<file path="src/rtl/tmp_sample_fifo.sv">
// TMP sample FIFO: buffers DEPTH sensor samples and presents the oldest one as a registered 32-bit word.
// Define TMP_SIGN_EXT_EN to sign-extend samples on out (zero-extension otherwise).
module tmp_sample_fifo #(
    parameter int IN_W  = 8,
    parameter int DEPTH = 4
) (
    input  logic            clk,
    input  logic            rst,
    input  logic            wr,
    input  logic [IN_W-1:0] in,
    input  logic            rd,
    input  logic            clr_flags,
    output logic [31:0]     out,
    output logic [31:0]     status,
    output logic            empty,
    output logic            full
);

    localparam int CNT_W = $clog2(DEPTH) + 1;
    localparam int PTR_W = $clog2(DEPTH);
    localparam logic [CNT_W-1:0] FULL_CNT = CNT_W'(DEPTH);

    logic [IN_W-1:0]  mem [DEPTH];
    logic [PTR_W-1:0] wr_ptr;
    logic [PTR_W-1:0] rd_ptr;
    logic [PTR_W-1:0] head_next;
    logic [CNT_W-1:0] count;
    logic [CNT_W-1:0] count_after_pop;
    logic [CNT_W-1:0] count_next;
    logic             ovf;
    logic             udf;
    logic             do_push;
    logic             do_pop;
    logic [31:0]      out_next;

    function automatic logic [31:0] extend(input logic [IN_W-1:0] sample);
`ifdef TMP_SIGN_EXT_EN
        return 32'($signed(sample));
`else
        return 32'(sample);
`endif
    endfunction

    assign empty  = (count == '0);
    assign full   = (count == FULL_CNT);
    assign status = {6'd0, udf, ovf, 6'd0, full, empty, {(16-CNT_W){1'b0}}, count};

    // A push into a full FIFO is only accepted when a pop frees a slot in the same cycle.
    always_comb begin
        do_pop          = rd && !empty;
        do_push         = wr && (!full || do_pop);
        count_after_pop = do_pop ? count - CNT_W'(1) : count;
        count_next      = do_push ? count_after_pop + CNT_W'(1) : count_after_pop;
        head_next       = do_pop ? rd_ptr + PTR_W'(1) : rd_ptr;
        out_next        = 32'd0;
        if (count_next != '0) begin
            // The new head is this cycle's sample when nothing older survives the pop.
            if (count_after_pop == '0) begin
                out_next = extend(in);
            end else begin
                out_next = extend(mem[head_next]);
            end
        end
    end

    always_ff @(posedge clk) begin
        if (!rst && do_push) begin
            mem[wr_ptr] <= in;
        end
    end

    always_ff @(posedge clk) begin
        if (rst) begin
            wr_ptr <= '0;
            rd_ptr <= '0;
            count  <= '0;
            out    <= 32'd0;
        end else begin
            if (do_push) begin
                wr_ptr <= wr_ptr + PTR_W'(1);
            end
            rd_ptr <= head_next;
            count  <= count_next;
            out    <= out_next;
        end
    end

    // Sticky flags; a set event in the same cycle overrides clr_flags.
    always_ff @(posedge clk) begin
        if (rst) begin
            ovf <= 1'b0;
            udf <= 1'b0;
        end else begin
            if (clr_flags) begin
                ovf <= 1'b0;
                udf <= 1'b0;
            end
            if (wr && full && !rd) begin
                ovf <= 1'b1;
            end
            if (rd && empty) begin
                udf <= 1'b1;
            end
        end
    end

endmodule

</file>
<file path="config.mk">
export PLATFORM = sky130hd
export DESIGN_NAME = tmp_sample_fifo
export DESIGN_NICKNAME = d
export VERILOG_FILES = /design/src/rtl/tmp_sample_fifo.sv
export SDC_FILE = /design/constraint.sdc
export NUM_CORES = 1
export LEC_CHECK = 0
export CORE_MARGIN = 5
export CORE_UTILIZATION = 40
export DETAILED_ROUTE_END_ITERATION = 6
export PLACE_DENSITY_LB_ADDON = 0.12
export SLEW_MARGIN = 20
export SYNTH_ARGS = -nofsm -noshare
export SYNTH_HDL_FRONTEND = slang
export SYNTH_SLANG_ARGS = --single-unit
export TNS_END_PERCENT = 50
</file>
<file path="constraint.sdc">
create_clock -name clk -period 2.4 [get_ports clk]
set_clock_uncertainty 0.2 [all_clocks]
set_input_delay 0.48 -clock clk [delete_from_list [all_inputs] [get_ports clk]]
set_output_delay 0.48 -clock clk [all_outputs]
set_load 0.02 [all_outputs]
</file>
After elaboration in Yosys (flattened, before gate mapping)
Memories as Yosys holds them, arrays and structs flattened.
Cells that the tools add are included.

operators by class
  reductions and logical operators = 17
  muxes and demuxes = 9
  add/sub/neg operators = 4
  bitwise logic cells = 1
  equal/unequal tests = 1

operators with widths
  kind                 number
  $mux 8               1
  $logic_and 1x1->1    6
  $logic_not 3->1      2
  $mux 3               2
  $mux 1               5
  $add 2x1->2 const B  2
  $logic_not 1->1      4
  $reduce_bool 2->1    2
  $add 3x1->3 const B  1
  $eq 3x3->1 const B   1
  $reduce_bool 3->1    1
  $sub 3x1->3 const B  1
  $mux 2               1
  $reduce_or 2->1      1
  $logic_or 1x1->1     1
  $not 1->1            1

word-level totals
  memory bits (writable) = 32
  logic and storage cells = 39
  bits in registers = 41
  output and inout port bits = 66
  memories = 1

memory list
  memory  depth  bits a word  read ports  clocked after memory_dff  wr ports  RTL line  RTL
  mem     4      8            1           0                         1         23        logic [IN_W-1:0] mem [DEPTH];

Logic depth before layout (Yosys ltp)
  depth in word-level cells = 9
  gate-level depth with buffers = 9

Least setup slack after synthesis
OpenSTA, ideal clock, no wires.

  path type = register to register
  start = reg count[0]
  end = reg out[0]
  arrival time = 2.033 ns
  slack = 0.031 ns
  setup time = 0.136 ns
  buffers on the path = 0
  cell stages (with the launch flop) = 9
  cells stage by stage = dfxtp_1 inv_1 ha_1 nand2b_4 inv_4 or3_4 a211o_1 a22oi_4 nor4_1

on the way
  longest elaborated chain between the ends = 9

RTL lines
  element                                           RTL line  RTL
  from (decl)                                       27        logic [CNT_W-1:0] count;
  from (signal assigned)                            83        count <= count_next;
  $logic_not 3->1 *                                 44        assign empty = (count == '0);
  via empty                                         15        output logic empty,
  $logic_not 1->1 *                                 50        do_pop = rd && !empty;
  $logic_and 1x1->1 *                               50
  $mux 3 or $logic_or 1x1->1 (tied branches)        52, 51
  $add 3x1->3 or $logic_and 1x1->1 (tied branches)  53, 51
  $mux 3                                            53        count_next = do_push ? count_after_pop + CNT_W'(1) : count_after_pop;
  $reduce_bool 3->1                                 56        if (count_next != '0) begin
  $not 1->1 (no line)                               n/a
  $reduce_or 2->1 (no line)                         n/a
  to (signal assigned)                              84        out <= out_next;
  to (decl)                                         13        output logic [31:0] out,

Mark *: on every way through the listed nets, which the timed path passes. The rest lies on a longest branch.
A chain may end at the register's enable or synchronous reset.

Final worst setup path
  start = reg count[0]
  end = reg out[4]

on the way
  longest elaborated chain between the ends = 9

RTL lines
  element
  parallel branches: the longest is 9 deep, another holds $sub 3x1->3

Several ways; the timed one is not identified.

==> summary.txt <==
Max Clock Freq - 433 MHz
Port Buf Inserts - 29
GPL Wtd Cong - 0.744
Avg Vias per Cell - 4.83
Post-DP HPWL - 4.26 mm
grt ovf - 0
cell-internal power - 0.00206 W
final WL - 5.94 mm
CP Capture Type - flop
Post-synth EDFFs - 32
final total power - 0.00348 W
switching share of power - 0.407
Crit path largest cell delay - 0.44 ns
critical path startpoint - count[0]
Vert. Die Dim - 92.6 um
crit path DAT - 2.28 ns
setup_tns - 0 ns
worst-path fanout max - 11
status - finished, final reports clean
Clock Sinks - 49
die area - 8570 um2
CTS Buf Count - 5
Crit Path Category - reg -> reg
core outline area - 6720 um2
top cells by count, synth - buf_4 (53), edfxtp_1 (32), dfxtp_1 (17)
Antenna Cells - 0
ys async rst share - 0
# nets final - 321
Post-synth top flop - edfxtp_1
root buf cell - clkbuf_8
PwrDens - 1080 nW/um2
post-route ant nets - 0
post-synthesis register bit count - 49
startpoint types - flop
Synth Instances - 254
mean post-synth cell area - 10.7 um2
Ys Warns - 0
Gate power share - 0.557
worst min-delay path category - reg -> reg
Leak - 1.32 nW
Inst Count DP - 375
Clock power frac - 0.134
Finished Layout Cells - 383
Synth top area share - 0.352
Core Rows - 30
Avg WL per Cell - 15.5 um
number of global-route vias before repair - 1,694
worst-path cell chain - inv_1, ha_2, nand2b_4, buf_4, a31o_2, o211a_1, a2111oi_1, nor4_2
vias - 1,851
# setup viols final - 0
Max VDD drop - 0.379 mV
RSZ-0062 raised after global routing - true
hold slack - 0.277 ns
Fin. Hold Viols - 0
clock-pin slew on the worst setup and hold paths - 0.09 ns
Initial Util - 0.406
min-delay src - ovf
Layout area overhead - 18.2%
DR iter-0 viols - 79
CTS max path bufs - 2
layout cells sized above 1 - 0.158
Max Cap Violations - 0
worst flop-to-flop path startpoint - count[0]
drt first pass iters - 4
CTS tree - done
Yosys cell types - 44
Worst-Skew Late Latency - 0.29 ns
Slowest cell on crit path - a2111oi_1
synth top area cells - edfxtp_1 (35%), buf_4 (15%), dfxtp_1 (12%)
first-pass GRT wire length - 8.91 mm
# H-tree levels - 2
setup bufs post-CTS - 0
antenna violations before repair - 0
post-synthesis sequential area ratio - 0.477
P_sw - 0.00142 W
area of the mapped netlist - 2730 um2
Die X - 92.6 um
GRT Total Usage - 0.134
Util after Layout - 0.480
Flop pwr share - 0.309
drc violations - 0
count leader, synth - buf_4
Final period util - 0.962
Slew Viols, Final - 0
most area-hungry cell type in the Yosys netlist - edfxtp_1
CP required - 2.37 ns
largest net degree at the start of global routing - 18
minimum clock period - 2.31 ns
Ports - 79
[final cells by class]
class / count / area (um2)
well taps: 80 / 100
inverters: 15 / 58.8
flip-flops and latches: 49 / 1300
multi-input cells: 175 / 1130
clock buffers: 6 / 72.6
clock inverters: 2 / 11.3
fillers: 633 / 3500
repair buffers: 56 / 551
[routing by layer]
| layer | vias to the layer above | routed length, um | global-route usage |
|---|---|---|---|
| li1 | 910 | - | - |
| met1 | 878 | 2710 | 0.182 |
| met2 | 61 | 2880 | 0.225 |
| met3 | 2 | 331 | 0.0276 |
| met4 | 0 | 19 | 0.0223 |
| met5 | - | 0 | 0 |
[placed cells by master (no fill, tap or decap), types with 2 or more instances in the layout]
cell type	n
a2111oi_0	4
a2111oi_1	2
a211oi_1	2
a21oi_1	11
a22oi_1	8
and2_1	5
buf_12	5
buf_4	22
clkbuf_8	5
clkdlybuf4s50_1	25
conb_1	49
dfxtp_1	17
dlygate4sd2_1	4
edfxtp_1	32
ha_1	5
inv_1	13
mux2i_1	11
nand2_1	5
nand3_1	3
nand4_1	2
nor2_1	16
nor2b_1	2
nor3_1	2
nor4_1	6
o211a_1	8
o21ai_0	10
o21ai_2	2
or3_1	2
xor2_1	2
[final timing paths]
path,end,slack (ns),depth (start not counted)
min reg2reg,ovf,0.28,2
max reg2reg,out[4],0.09,8
min,ovf,0.28,2
max,out[4],0.09,8
[kinds of logic after synthesis]
| group | share of synthesized area |
|---|---|
| buffers and inverters | 0.185 |
| AO/OA/AOI/OAI | 0.162 |
| flip-flops | 0.477 |
| AND/OR/NAND/NOR | 0.0964 |
| multiplexers | 0.0404 |
| adder cells (fa/ha/maj) | 0.0275 |
| XOR/XNOR | 0.00964 |
| other | 0.00138 |
[critical path, delay by kind of cell, from the launching register on]
kind,cells,cell delay [ns]
AOI/OAI and AO/OA,3,0.92
adders and majority gates,1,0.26
buffers and inverters,2,0.31
DFF,1,0.32
and+or+nand+nor,2,0.18
[registers in the layout (all words and copies together), names as in the netlist]
| name | cells |
|---|---|
| rd_ptr | 2 |
| ovf | 1 |
| wr_ptr | 2 |
| count | 3 |
| out | 8 |
| udf | 1 |
| mem | 32 |
[through the flow]
step	area [um2]	worst slack [ns]
2_1_floorplan	2910	0.0310
3_3_place_gp	3120	-0.202
3_5_place_dp	3120	-0.211
4_1_cts	3200	0.0870
5_1_grt	3220	-0.0157
6_report	3220	0.0901
[power by group through the flow]
stage	clock [W]	combinational (W)	sequential, W
floorplan	0	0.00109	0.00117
global placement	0	0.00191	0.00110
detailed placement	0	0.00192	0.00110
CTS	0.000478	0.00190	0.00108
global route	0.000519	0.00209	0.00109
finish	0.000466	0.00194	0.00108
[timing repair]
action / in CTS / in global routing
endpoints found under the setup margin: 4 / 6
gates resized for setup: 5 / 8
hold buffers: 0 / 0
gates cloned: 0 / 0
Power figures use the tool's default switching activity.
